==> config.mk <==
export PLATFORM = sky130hd
export DESIGN_NAME = game_sequencer_flat
export DESIGN_NICKNAME = d
export VERILOG_FILES = /design/src/rtl/game_if.sv /design/src/rtl/game_sequencer.sv /design/src/flat_wrapper.sv
export SDC_FILE = /design/constraint.sdc
export NUM_CORES = 1
export LEC_CHECK = 0
export BUFFER_PORTS_ARGS = -buffer_cell sky130_fd_sc_hd__buf_4
export CAP_MARGIN = 15
export CORE_ASPECT_RATIO = 1.4
export CORE_MARGIN = 2
export CORE_UTILIZATION = 54
export CTS_CLUSTER_SIZE = 24
export DETAILED_ROUTE_END_ITERATION = 6
export PLACE_DENSITY = 0.74
export SLEW_MARGIN = 30
export SYNTH_ARGS = -nofsm -noshare
export SYNTH_HDL_FRONTEND = slang
export SYNTH_SLANG_ARGS = --single-unit
export TNS_END_PERCENT = 20
==> constraint.sdc <==
create_clock -name Clk -period 2.2 [get_ports Clk]
set_clock_uncertainty 0.1 [all_clocks]
set_input_delay 0.11 -clock Clk [delete_from_list [all_inputs] [get_ports Clk]]
set_output_delay 0.11 -clock Clk [all_outputs]
set_load 0.01 [all_outputs]
==> src/rtl/game_if.sv <==
// Control/status bundle between the game sequencer and the game logic around it.
// The master drives the game events, and the slave (the sequencer) reports game state.
interface game_if;
  logic       start;
  logic       collision;
  logic       pellets_done;
  logic       power_pellet;
  logic [2:0] state;
  logic       freeze;
  logic       entity_reset;
  logic       lose_game;
  logic       win_game;
  logic [1:0] lives;
  logic [1:0] ghost_mode;
  logic       fright_flash;

  modport master (
    output start, collision, pellets_done, power_pellet,
    input  state, freeze, entity_reset, lose_game, win_game, lives, ghost_mode, fright_flash
  );

  modport slave (
    input  start, collision, pellets_done, power_pellet,
    output state, freeze, entity_reset, lose_game, win_game, lives, ghost_mode, fright_flash
  );
endinterface

==> src/rtl/game_sequencer.sv <==
// Pac-Man round sequencer: IDLE/READY/PLAY/DYING/WIN/LOSE flow, lives, and ghost scatter/chase/fright
// scheduling, all paced by frame ticks derived from the asynchronous vertical sync.
module game_sequencer #(
  parameter int READY_FRAMES   = 120,
  parameter int DEATH_FRAMES   = 90,
  parameter int SCATTER_FRAMES = 420,
  parameter int CHASE_FRAMES   = 1200,
  parameter int FRIGHT_FRAMES  = 360,
  parameter int FLASH_FRAMES   = 120,
  parameter int START_LIVES    = 3
) (
  input  logic   Clk,
  input  logic   Reset,
  input  logic   frame_clk,
  game_if.slave  gif
);

  typedef enum logic [2:0] {
    S_IDLE  = 3'd0,
    S_READY = 3'd1,
    S_PLAY  = 3'd2,
    S_DYING = 3'd3,
    S_WIN   = 3'd4,
    S_LOSE  = 3'd5
  } state_t;

  localparam logic [10:0] READY_LAST   = 11'(READY_FRAMES - 1);
  localparam logic [10:0] DEATH_LAST   = 11'(DEATH_FRAMES - 1);
  localparam logic [10:0] SCATTER_LAST = 11'(SCATTER_FRAMES - 1);
  localparam logic [10:0] CHASE_LAST   = 11'(CHASE_FRAMES - 1);
  localparam logic [10:0] FRIGHT_LOAD  = 11'(FRIGHT_FRAMES);
  localparam logic [10:0] FLASH_LIMIT  = 11'(FLASH_FRAMES);
  localparam logic [1:0]  LIVES_INIT   = 2'(START_LIVES);

  state_t      state_q, state_d;
  logic [2:0]  fc_sync_q;
  logic [10:0] frame_cnt_q, frame_cnt_d;
  logic [2:0]  phase_q, phase_d;
  logic [10:0] phase_cnt_q, phase_cnt_d;
  logic [10:0] fright_cnt_q, fright_cnt_d;
  logic [1:0]  lives_q, lives_d;
  logic        ent_rst_q, ent_rst_d;
  logic        tick_s;
  logic        frightened_s;
  logic [10:0] phase_last_s;

  // Bits 0/1 are the synchronizer; bit 2 delays the synchronized level for rising-edge detection.
  assign tick_s       = fc_sync_q[1] & ~fc_sync_q[2];
  assign frightened_s = (fright_cnt_q != 11'd0);
  assign phase_last_s = phase_q[0] ? CHASE_LAST : SCATTER_LAST;

  // State register together with the counters, lives and the entity_reset pulse register.
  always_ff @(posedge Clk) begin
    if (Reset) begin
      state_q      <= S_IDLE;
      fc_sync_q    <= 3'b000;
      frame_cnt_q  <= 11'd0;
      phase_q      <= 3'd0;
      phase_cnt_q  <= 11'd0;
      fright_cnt_q <= 11'd0;
      lives_q      <= LIVES_INIT;
      ent_rst_q    <= 1'b0;
    end else begin
      state_q      <= state_d;
      fc_sync_q    <= {fc_sync_q[1:0], frame_clk};
      frame_cnt_q  <= frame_cnt_d;
      phase_q      <= phase_d;
      phase_cnt_q  <= phase_cnt_d;
      fright_cnt_q <= fright_cnt_d;
      lives_q      <= lives_d;
      ent_rst_q    <= ent_rst_d;
    end
  end

  // Next-state and counter update logic.
  always_comb begin
    state_d      = state_q;
    frame_cnt_d  = frame_cnt_q;
    phase_d      = phase_q;
    phase_cnt_d  = phase_cnt_q;
    fright_cnt_d = fright_cnt_q;
    lives_d      = lives_q;
    ent_rst_d    = 1'b0;
    case (state_q)
      S_IDLE: begin
        if (gif.start) begin
          state_d      = S_READY;
          ent_rst_d    = 1'b1;
          frame_cnt_d  = 11'd0;
          phase_d      = 3'd0;
          phase_cnt_d  = 11'd0;
          fright_cnt_d = 11'd0;
        end else begin
          state_d = S_IDLE;
        end
      end
      S_READY: begin
        if (tick_s) begin
          if (frame_cnt_q >= READY_LAST) begin
            state_d     = S_PLAY;
            frame_cnt_d = 11'd0;
          end else begin
            frame_cnt_d = frame_cnt_q + 11'd1;
          end
        end else begin
          frame_cnt_d = frame_cnt_q;
        end
      end
      S_PLAY: begin
        if (gif.pellets_done) begin
          state_d = S_WIN;
        end else if (gif.collision && !frightened_s) begin
          // Death cancels fright but leaves the phase and its timer where they were.
          state_d      = S_DYING;
          frame_cnt_d  = 11'd0;
          fright_cnt_d = 11'd0;
        end else if (gif.power_pellet) begin
          fright_cnt_d = FRIGHT_LOAD;
        end else if (tick_s) begin
          if (frightened_s) begin
            fright_cnt_d = fright_cnt_q - 11'd1;
          end else if (phase_q != 3'd7) begin
            if (phase_cnt_q >= phase_last_s) begin
              phase_d     = phase_q + 3'd1;
              phase_cnt_d = 11'd0;
            end else begin
              phase_cnt_d = phase_cnt_q + 11'd1;
            end
          end else begin
            phase_cnt_d = phase_cnt_q;
          end
        end else begin
          state_d = S_PLAY;
        end
      end
      S_DYING: begin
        if (tick_s) begin
          if (frame_cnt_q >= DEATH_LAST) begin
            frame_cnt_d = 11'd0;
            lives_d     = lives_q - 2'd1;
            if (lives_q <= 2'd1) begin
              state_d = S_LOSE;
            end else begin
              state_d   = S_READY;
              ent_rst_d = 1'b1;
            end
          end else begin
            frame_cnt_d = frame_cnt_q + 11'd1;
          end
        end else begin
          frame_cnt_d = frame_cnt_q;
        end
      end
      S_WIN:   state_d = S_WIN;
      S_LOSE:  state_d = S_LOSE;
      default: state_d = S_IDLE;
    endcase
  end

  // Status outputs decoded from the registered state.
  always_comb begin
    gif.state        = state_q;
    gif.freeze       = (state_q != S_PLAY);
    gif.entity_reset = ent_rst_q;
    gif.win_game     = (state_q == S_WIN);
    gif.lose_game    = (state_q == S_LOSE);
    gif.lives        = lives_q;
    if (frightened_s) begin
      gif.ghost_mode   = 2'd2;
      gif.fright_flash = (fright_cnt_q <= FLASH_LIMIT);
    end else begin
      gif.ghost_mode   = {1'b0, phase_q[0]};
      gif.fright_flash = 1'b0;
    end
  end

endmodule

==> src/flat_wrapper.sv <==
// flat-port wrapper written by rule: the top's interface ports become plain ports
module game_sequencer_flat 
#(
  parameter int READY_FRAMES   = 120,
  parameter int DEATH_FRAMES   = 90,
  parameter int SCATTER_FRAMES = 420,
  parameter int CHASE_FRAMES   = 1200,
  parameter int FRIGHT_FRAMES  = 360,
  parameter int FLASH_FRAMES   = 120,
  parameter int START_LIVES    = 3
)
  (Clk, Reset, frame_clk, gif_start, gif_collision, gif_pellets_done, gif_power_pellet, gif_state, gif_freeze, gif_entity_reset, gif_lose_game, gif_win_game, gif_lives, gif_ghost_mode, gif_fright_flash);
  game_if gif_i ();
  input  logic Clk;
  input  logic Reset;
  input  logic frame_clk;
  input wire logic [$bits(gif_i.start)-1:0] gif_start;
  input wire logic [$bits(gif_i.collision)-1:0] gif_collision;
  input wire logic [$bits(gif_i.pellets_done)-1:0] gif_pellets_done;
  input wire logic [$bits(gif_i.power_pellet)-1:0] gif_power_pellet;
  output wire logic [$bits(gif_i.state)-1:0] gif_state;
  output wire logic [$bits(gif_i.freeze)-1:0] gif_freeze;
  output wire logic [$bits(gif_i.entity_reset)-1:0] gif_entity_reset;
  output wire logic [$bits(gif_i.lose_game)-1:0] gif_lose_game;
  output wire logic [$bits(gif_i.win_game)-1:0] gif_win_game;
  output wire logic [$bits(gif_i.lives)-1:0] gif_lives;
  output wire logic [$bits(gif_i.ghost_mode)-1:0] gif_ghost_mode;
  output wire logic [$bits(gif_i.fright_flash)-1:0] gif_fright_flash;
  assign gif_i.start = gif_start;
  assign gif_i.collision = gif_collision;
  assign gif_i.pellets_done = gif_pellets_done;
  assign gif_i.power_pellet = gif_power_pellet;
  assign gif_state = gif_i.state;
  assign gif_freeze = gif_i.freeze;
  assign gif_entity_reset = gif_i.entity_reset;
  assign gif_lose_game = gif_i.lose_game;
  assign gif_win_game = gif_i.win_game;
  assign gif_lives = gif_i.lives;
  assign gif_ghost_mode = gif_i.ghost_mode;
  assign gif_fright_flash = gif_i.fright_flash;
  game_sequencer #(.READY_FRAMES(READY_FRAMES), .DEATH_FRAMES(DEATH_FRAMES), .SCATTER_FRAMES(SCATTER_FRAMES), .CHASE_FRAMES(CHASE_FRAMES), .FRIGHT_FRAMES(FRIGHT_FRAMES), .FLASH_FRAMES(FLASH_FRAMES), .START_LIVES(START_LIVES)) u_core (.Clk(Clk), .Reset(Reset), .frame_clk(frame_clk), .gif(gif_i));
endmodule
==> results_dict.tcl, run 1 <==
set metrics [dict create \
    grt_pass1_vias 2412 \
    drtIter0Drc 105 \
    hold_violations 0 \
    syn_inst 311 \
    clock_path_buffers 2 \
    grt_pass1_wl_um 10940 \
    start_kind "flip-flop" \
    ys_top_cells_by_area "dfxtp_1, nor2_1, ha_1" \
    fin_util_pct 72.03 \
    crit_cells 7 \
    status "complete, but fails checks" \
    fin_nets 388 \
    synthesis.nets 330 \
    max_freq_mhz 448.4 \
    fin_crit_sh_pct 101.4 \
    p_leak_nw 1.297 \
    cts_tree "yes" \
    power.density_nw_per_um2 620.0 \
    port_buffers 18 \
    avgRoutedWirePerCell_um 14.87 \
    crit_family "simple AND/OR/NAND/NOR gates" \
    grt_max_degree 21 \
    synth_warnings 0 \
    critical_path_required_ps 2330 \
    clock-sinks 45 \
    worst_setup_path_end_kind "flip-flop" \
    cp_max_fo 5 \
    setup_viol_count_final 2 \
    crit_chain "buf_4 > nor4_4 > buf_4 > o2111ai_4 > or4_4 > or3_1 > a31oi_1" \
    synth_top_area_share_pct 35.19 \
    place.gp.congestion 0.9364 \
    die_area_um2 5315 \
    cap_violations 0 \
    wirelength_um 6424 \
    coreArea_um2 4536 \
    synth_edf_count 0 \
    ys_ff_latch 45 \
    rsz0062_at_grt "true" \
    hp-class "input port to flip-flop" \
    postSynth.asyncResetShare_pct 0 \
    area_growth_pct 27.61 \
    grt-ovfl-total 0 \
    synth_commonest_cells "dfxtp_1, nor2_1, nand2_1, nand3_1" \
    firstDrtPassIters 4 \
    setup_slack_ps -30.00 \
    tightest_slew_ps 548.9 \
    drive_gt1_share_pct 26.49 \
    finalCriticalPeriod_ps 2230 \
    htree_num_levels 2 \
    vias 2503 \
    holdPathStages 2 \
    synth-seq-area-share_pct 35.19 \
    postRouteAntennaNets 0 \
    clk_pin_slew_ps 90 \
    slew_viol_final 0 \
    io_pins 19 \
    path_common_cell "buf_4" \
    crit_slowest_cell "or4_4" \
    cpPeakStageDelay_ps 460 \
    dp_hpwl_um 4636 \
    diodes 0 \
    drc 0 \
    synth_top_cell_by_area "dfxtp_1" \
    syn_area_per_cell_um2 8.231 \
    synth_ff_type "dfxtp_1" \
    r2r_cells 7 \
    root_buffer "clkbuf_8" \
    rows 29 \
    num-fill-cells 367 \
    die_w_um 62.19 \
    initial_core_util_pct 56.44 \
    grt_usage_pct 25.39 \
    die_y_um 85.47 \
    slew_headroom_pct 63.02 \
    syn-cell-area_um2 2560 \
    cp_data_arrival_time_ps 2360 \
    ys_types 59 \
    cts_buffers 5 \
    critPathKind "flip-flop to flip-flop" \
    hold_slack_ps 48.68 \
    path_buf_inv 2 \
    clkLatencyLatePin_ps 300 \
    via_per_inst 5.794 \
    worst_ir_drop_vdd_uv 515.7 \
    violations "negative setup slack" \
    antenna_found_initial 0 \
]
metal layers:
layer	wire [um]	GRT usage, %
met1	2742	30.01
met2	3316	45.36
met3	206	3.846
met4	160	11.52
met5	0	0
worst register-to-register path: stages (launching register included):
cell       delay (ps)
dfxtp_1           330
buf_4             150
nor4_4            270
buf_4             190
o2111ai_4         130
or4_4             460
or3_1             350
a31oi_1           180
stage by stage:
stage          area (um^2)  instances  TNS (ps)  setup slack [ps]  power (W)
3_3_place_gp          3005        419    -62.98            -62.98   0.001323
4_1_cts               3188        433         0             7.616   0.002014
3_5_place_dp          3005        419    -131.5            -58.84   0.001327
6_report              3267        432    -44.99            -30.00   0.002026
5_1_grt               3267        432    -277.7            -86.86   0.002120
2_1_floorplan         2560        311         0             56.66   0.001154
logic make-up after synthesis:
| logic type | count (synthesis) | share of synthesized area [%] |
|---|---|---|
| simple gates | 151 | 31.13 |
| compound gates | 58 | 15.88 |
| flops | 45 | 35.19 |
| xor+xnor | 23 | 7.869 |
| buf+inv | 21 | 3.666 |
| fa+ha+maj | 12 | 5.865 |
| mux | 1 | 0.3910 |
path summary, 6_finish.rpt:
check / endpoint / slack, ps / from
worst min register to register: u_core.fc_sync_q[1]$_SDFF_PP0_ / 360 / u_core.fc_sync_q[0]$_SDFF_PP0_
worst max register to register: u_core.fright_cnt_q[9]$_SDFFE_PP0P_ / -30 / u_core.fright_cnt_q[5]$_SDFFE_PP0P_
worst min-delay path: u_core.fright_cnt_q[3]$_SDFFE_PP0P_ / 50 / Reset
worst max-delay path: u_core.fright_cnt_q[9]$_SDFFE_PP0P_ / -30 / u_core.fright_cnt_q[5]$_SDFFE_PP0P_
layout by cell type, fill, tap and decap left out, types with 2 or more instances in the layout:
cell      count
buf_4        60
nor2_1       45
dfxtp_1      41
nand2_1      25
nand3_1      13
xnor2_1      12
nand4_1      11
xor2_1       11
ha_1         11
a21oi_1      10
o21ai_0      10
inv_1         9
nor3_1        9
or3_1         7
nor2b_1       7
clkbuf_8      6
a211oi_1      5
and2_1        4
and3_1        4
dfxtp_2       4
nand2b_1      3
or4_1         3
nand3b_1      3
inv_2         2
o21a_1        2
nor3_2        2
o21ai_1       2
o22ai_1       2
o21ai_2       2
o31ai_1       2
a31oi_1       2
a41oi_2       2
o211ai_1      2
registers in the layout (all words and copies together) (netlist names):
| signal | count |
|---|---|
| u_core.phase_cnt_q | 11 |
| u_core.fright_cnt_q | 11 |
| u_core.frame_cnt_q | 11 |
| u_core.gif.state | 3 |
| u_core.gif.entity_reset | 1 |
| u_core.fc_sync_q | 3 |
| u_core.phase_q | 3 |
| u_core.gif.lives | 2 |
layout make-up:
cell class	instances	area (um^2)	area share, %
sequential	45	905.9	27.73
timing repair buffer	61	460.4	14.09
multi-input combinational	245	1665	50.98
clock buffer	7	86.33	2.643
tap	62	77.57	2.375
inverter	11	41.29	1.264
clock inverter	1	30.03	0.9192
power by group:
| part | leakage [nW] | internal (W) | switching (W) |
|---|---|---|---|
| clock | 0.0585 | 0.000371 | 0.000283 |
| combinational | 0.872 | 0.000233 | 0.000261 |
| sequential | 0.367 | 0.000842 | 0.0000368 |
timing repair:
action	CTS	global route
hold endpoints to repair	1	0
buffers inserted	5	0
endpoints found under the setup margin	14	35
hold buffers	1	0
pin swaps	2	10
resized for setup	4	20
Note: power is estimated with default switching activity, not from simulation.
==> run 2: changes to the inputs <==
SETUP_SLACK_MARGIN = 0.3   (was unset)
==> run 2 against run 1 <==
  * The run now ends clean
  * Flip-flop and latch count did not move
  * Critical endpoint unchanged
  * Count of clock-buffer cells in the layout shrank 2
  * First-iteration DRC count up 120%
  * Die area is the same
  * Highest routed layer unchanged
  * Critical path type unchanged
  * Largest cell class unchanged
  * Fmax up 5.1%
  * Via count is 3.8% higher
  * Hold slack worse by 5.6 ps
  * Clock power fell by 21%
  * Global-route usage grew 0.43 points
  * Setup slack better by 110 ps
==> results_dict.tcl, run 2 (synthesized netlist as in run 1, its figures left out) <==
set metrics [dict create \
    root_buffer "clkbuf_8" \
    antenna_found_initial 0 \
    multi_input_area_um2 1842 \
    cpPeakStageDelay_ps 520 \
    dp_hpwl_um 4486 \
    drc 0 \
    area_growth_pct 33.53 \
    place.gp.congestion 0.9129 \
    cap_violations 0 \
    cp_data_arrival_time_ps 2260 \
    critPathKind "flip-flop to flip-flop" \
    final_common_cell "buf_4" \
    reg.largest.list "u_core.frame_cnt_q x11, u_core.fright_cnt_q x11, u_core.phase_cnt_q x11" \
    start_kind "flip-flop" \
    clk_pin_slew_ps 90 \
    status "finished, final reports clean" \
    fin_nets 385 \
    worst_ir_drop_vdd_uv 529.5 \
    wirelength_um 6971 \
    firstDrtPassIters 4 \
    tightest_slew_ps 465.8 \
    initial_core_util_pct 56.44 \
    cp_max_fo 3 \
    port_buffers 18 \
    worst_setup_path_end_kind "flip-flop" \
    critical_path_required_ps 2340 \
    die_area_um2 5315 \
    clkLatencyLatePin_ps 310 \
    drive_gt1_share_pct 33.51 \
    grt_max_degree 21 \
    slew_viol_final 0 \
    cts_buffers 5 \
    drtIter0Drc 230 \
    fin_util_pct 75.37 \
    cts_tree "yes" \
    finalCriticalPeriod_ps 2121 \
    dp.cells 405 \
    slew_headroom_pct 68.66 \
    via_per_inst 6.056 \
    crit_chain "inv_2 > ha_4 > or3b_4 > o2111ai_2 > or4_4 > or3_1 > a31oi_1" \
    avgRoutedWirePerCell_um 16.25 \
    fin_crit_sh_pct 96.42 \
    coreArea_um2 4536 \
    power.density_nw_per_um2 565.8 \
    grt_pass1_wl_um 11120 \
    regArea_um2 917.1 \
    final_cell_mix "buf_4, nor2_1, dfxtp_1, nand2_1" \
    grt_pass1_vias 2485 \
    setup_viol_count_final 0 \
    hold_slack_ps 43.07 \
    crit_slowest_cell "or4_4" \
    max_freq_mhz 471.4 \
    clock-sinks 45 \
    rows 29 \
    diodes 0 \
    final_cells 429 \
    hold_violations 0 \
    total_power_w 0.001934 \
    htree_num_levels 2 \
    grt-ovfl-total 0 \
    grt_usage_pct 25.83 \
    vias 2598 \
    num-fill-cells 325 \
    postRouteAntennaNets 0 \
    clock_path_buffers 2 \
    p_leak_nw 1.299 \
    die_y_um 85.47 \
    io_pins 19 \
    hp-class "input port to flip-flop" \
    die_w_um 62.19 \
    rsz0062_at_grt "true" \
]
[run 2: report_power, final]
part / total, W / internal [W] / leakage (nW) / switching [W]
Sequential: 0.000877 / 0.000842 / 0.369 / 0.0000348
Clock: 0.000514 / 0.000220 / 0.0439 / 0.000294
Combinational: 0.000544 / 0.000255 / 0.886 / 0.000289
Total: 0.00193 / 0.00132 / 1.30 / 0.000618
[run 2: what timing repair did]
item | 4_1_cts | 5_1_grt
gates resized for setup | 22 | 28
pin swaps | 6 | 19
setup buffers | 7 | 7
hold buffers | 1 | 0
endpoints found under the hold margin | 1 | 0
endpoints found under the setup margin | 43 | 43
gates cloned | 1 | 0
[run 2: layer usage]
metal / vias up / part of all wire [%] / global-route usage (%)
li1: 1246 / - / -
met1: 1224 / 39 / 29.38
met2: 96 / 52 / 44.96
met3: 32 / 4.5 / 4.775
met4: 0 / 4.1 / 15.56
met5: - / 0 / 0
[run 2: worst paths after layout]
kind,startpoint,to,slack (ps),cells after the start
max,u_core.fright_cnt_q[1]$_SDFFE_PP0P_,u_core.fright_cnt_q[9]$_SDFFE_PP0P_,80,7
min,Reset,u_core.fright_cnt_q[10]$_SDFFE_PP0P_,40,2
max reg2reg,u_core.fright_cnt_q[1]$_SDFFE_PP0P_,u_core.fright_cnt_q[9]$_SDFFE_PP0P_,80,7
min reg2reg,u_core.fc_sync_q[0]$_SDFF_PP0_,u_core.fc_sync_q[1]$_SDFF_PP0_,370,1
[run 2: final cells by class]
class,instances,share of cell area (%)
clock inverters,3,0.5124
well taps,62,2.269
clock buffers,5,2.013
inverters,11,1.208
multi-input cells,246,53.88
flip-flops and latches,45,26.83
repair buffers,57,13.29
[run 2: critical path, delay by kind of cell, from the launching register on]
kind            cells  cell delay, ps
compound gates      2             310
fa+ha+maj           1             160
buf+inv             1              50
flops               1             340
simple gates        3            1090
[run 2: stage by stage]
| step | setup WS, ps | TNS (ps) | cell area, um^2 |
|---|---|---|---|
| after floorplan | 215.3 | 0 | 2628 |
| after global placement | 75.68 | 0 | 2972 |
| after detailed placement | -6.826 | -6.826 | 2972 |
| after CTS | 95.47 | 0 | 3234 |
| after global routing | -8.274 | -17.00 | 3418 |
| final | 78.74 | 0 | 3418 |
==> run 3: changes to the inputs <==
PLACE_DENSITY = 0.81   (was 0.74)
RECOVER_POWER = 50   (was unset)
SKIP_CTS_REPAIR_TIMING = 1   (was unset)
==> run 3 against run 2 <==
  * The flow now finishes with violations (negative setup slack)
  * Hold slack better by 7.7 ps
  * Die area stayed put
  * Design area up 0.15%
  * Cell count unchanged
  * Critical path type unchanged
  * Largest cell class unchanged
  * Highest routed layer unchanged
==> results_dict.tcl, run 3 (synthesized netlist as in run 1, its figures left out) <==
set metrics [dict create \
    status "complete, but fails checks" \
    violations "negative setup slack" \
    route.met2.wl_um 3846 \
    wirelength_um 7286 \
    port_buffers 18 \
    power_frac_clock_pct 27.5 \
    drtIter0Drc 155 \
    dp.cells 411 \
    cap_violations 0 \
    clk_pin_slew_ps 90 \
    place.gp.congestion 0.9098 \
    grt-ovfl-total 0 \
    final_common_cell "buf_4" \
    crit_chain "buf_6 > nor4_4 > nand3_2 > o21a_1 > nand2b_4 > o21ai_0 > a21oi_1" \
    dp_hpwl_um 4651 \
    r2r_setup_slack_ps -0.5 \
    reg.largest.list "u_core.frame_cnt_q x11, u_core.fright_cnt_q x11, u_core.phase_cnt_q x11" \
    comb_power_share_pct 28.0 \
    die_area_um2 5315 \
    p_leak_nw 1.280 \
    critPathKind "flip-flop to flip-flop" \
    holdPathStages 2 \
    hold_violations 0 \
    cp_max_fo 7 \
    slew_viol_final 0 \
    setup_viol_count_final 1 \
    clock-sinks 45 \
    wl_met1_um 2830 \
    r2r-start "u_core.fright_cnt_q[2]$_SDFFE_PP0P_" \
    hold_end "u_core.gif.entity_reset$_SDFF_PP0_" \
    grt_max_degree 21 \
    p_sw_share_pct 31.62 \
    setup_slack_ps -0.4508 \
    grt_usage_pct 25.13 \
    coreArea_um2 4536 \
    final_cell_mix "buf_4, dfxtp_1, nor2_1, nand2_1, nand3_1" \
    antenna_found_initial 0 \
    clkLatencyLatePin_ps 300 \
    diodes 0 \
    r2r_cells 7 \
    finish.instance_area_um2 3423 \
    htree_num_levels 2 \
    initial_core_util_pct 56.44 \
    drc 0 \
    io_pins 19 \
    tightest_slew_ps 734.8 \
    fin_util_pct 75.48 \
    rows 29 \
    cpPeakStageDelay_ps 350 \
    min_from "Reset" \
    finalCriticalPeriod_ps 2200 \
    slew_headroom_pct 50.50 \
    p_switching_w 0.0006263 \
    avgRoutedWirePerCell_um 16.98 \
    total_power_w 0.001980 \
    die_y_um 85.47 \
    reg2reg_to "u_core.phase_q[1]$_SDFFE_PP0P_" \
    area_growth_pct 33.72 \
    fin_nets 385 \
    firstDrtPassIters 4 \
    p_int_w 0.001354 \
    hold_slack_ps 50.77 \
    fin_crit_sh_pct 100.0 \
    root_buffer "clkbuf_8" \
    clock_path_buffers 2 \
    dpl_cell_area_um2 3017 \
    crit_slowest_cell "nor4_4" \
    wl_met3_um 261 \
    hp-class "input port to flip-flop" \
    start_kind "flip-flop" \
    max_freq_mhz 454.5 \
    pwr-share-seq_pct 44.5 \
    cts_tree "yes" \
    cts_buffers 5 \
    postRouteAntennaNets 0 \
    power.density_nw_per_um2 578.5 \
    cp_data_arrival_time_ps 2270 \
    grt_pass1_wl_um 10800 \
    top_layer "met4" \
    grt_pass1_vias 2438 \
    vias 2592 \
    worst_setup_path_end_kind "flip-flop" \
    rsz0062_at_grt "true" \
    final_cells 429 \
    die_w_um 62.19 \
    critical_path_required_ps 2270 \
    via_per_inst 6.042 \
    drive_gt1_share_pct 33.79 \
    worst_ir_drop_vdd_uv 379.9 \
]
run 3: power by group through the flow:
stage | combinational, W | clock [W] | sequential [W]
5_1_grt | 0.000599 | 0.000593 | 0.000886
2_1_floorplan | 0.000282 | 0 | 0.000896
6_report | 0.000554 | 0.000546 | 0.000881
3_3_place_gp | 0.000439 | 0 | 0.000891
4_1_cts | 0.000444 | 0.000550 | 0.000874
3_5_place_dp | 0.000442 | 0 | 0.000893
run 3: worst max-delay path by stage:
stage                                                   start                                   to  cells past startpoint
after floorplan           u_core.fright_cnt_q[2]$_SDFFE_PP0P_  u_core.fright_cnt_q[3]$_SDFFE_PP0P_                      6
after global placement    u_core.fright_cnt_q[4]$_SDFFE_PP0P_   u_core.frame_cnt_q[1]$_SDFFE_PP0P_                      6
after detailed placement   u_core.frame_cnt_q[1]$_SDFFE_PP0P_   u_core.frame_cnt_q[1]$_SDFFE_PP0P_                      8
after CTS                  u_core.frame_cnt_q[1]$_SDFFE_PP0P_   u_core.frame_cnt_q[1]$_SDFFE_PP0P_                      8
after global routing      u_core.fright_cnt_q[2]$_SDFFE_PP0P_       u_core.phase_q[1]$_SDFFE_PP0P_                      7
final                     u_core.fright_cnt_q[2]$_SDFFE_PP0P_       u_core.phase_q[1]$_SDFFE_PP0P_                      7
run 3: metal layers:
metal / GRT usage, % / vias to the layer above
li1: - / 1236
met5: 0 / -
met2: 46.64 / 84
met1: 27.07 / 1237
met3: 3.581 / 35
met4: 14.55 / 0
run 3: worst max-delay path, delay by kind of cell (launching register included):
kind | cells | cell delay [ps]
and+or+nand+nor | 3 | 750
AOI/OAI and AO/OA | 3 | 740
DFF | 1 | 340
buffers and inverters | 1 | 130
run 3: layout make-up:
cell class	count	area, um^2
multi-input cells	245	1863
clock buffers	6	82.58
fillers	312	1112
clock inverters	2	13.76
repair buffers	58	429.2
inverters	11	41.29
flip-flops and latches	45	915.9
well taps	62	77.57
run 3: per-stage QoR:
step / TNS (ps) / setup WS [ps]
finish: -0.4508 / -0.4508
global route: -100.5 / -89.14
CTS: -425.2 / -74.33
detailed placement: -117.8 / -42.04
global placement: 0 / 8.749
floorplan: 0 / 215.3
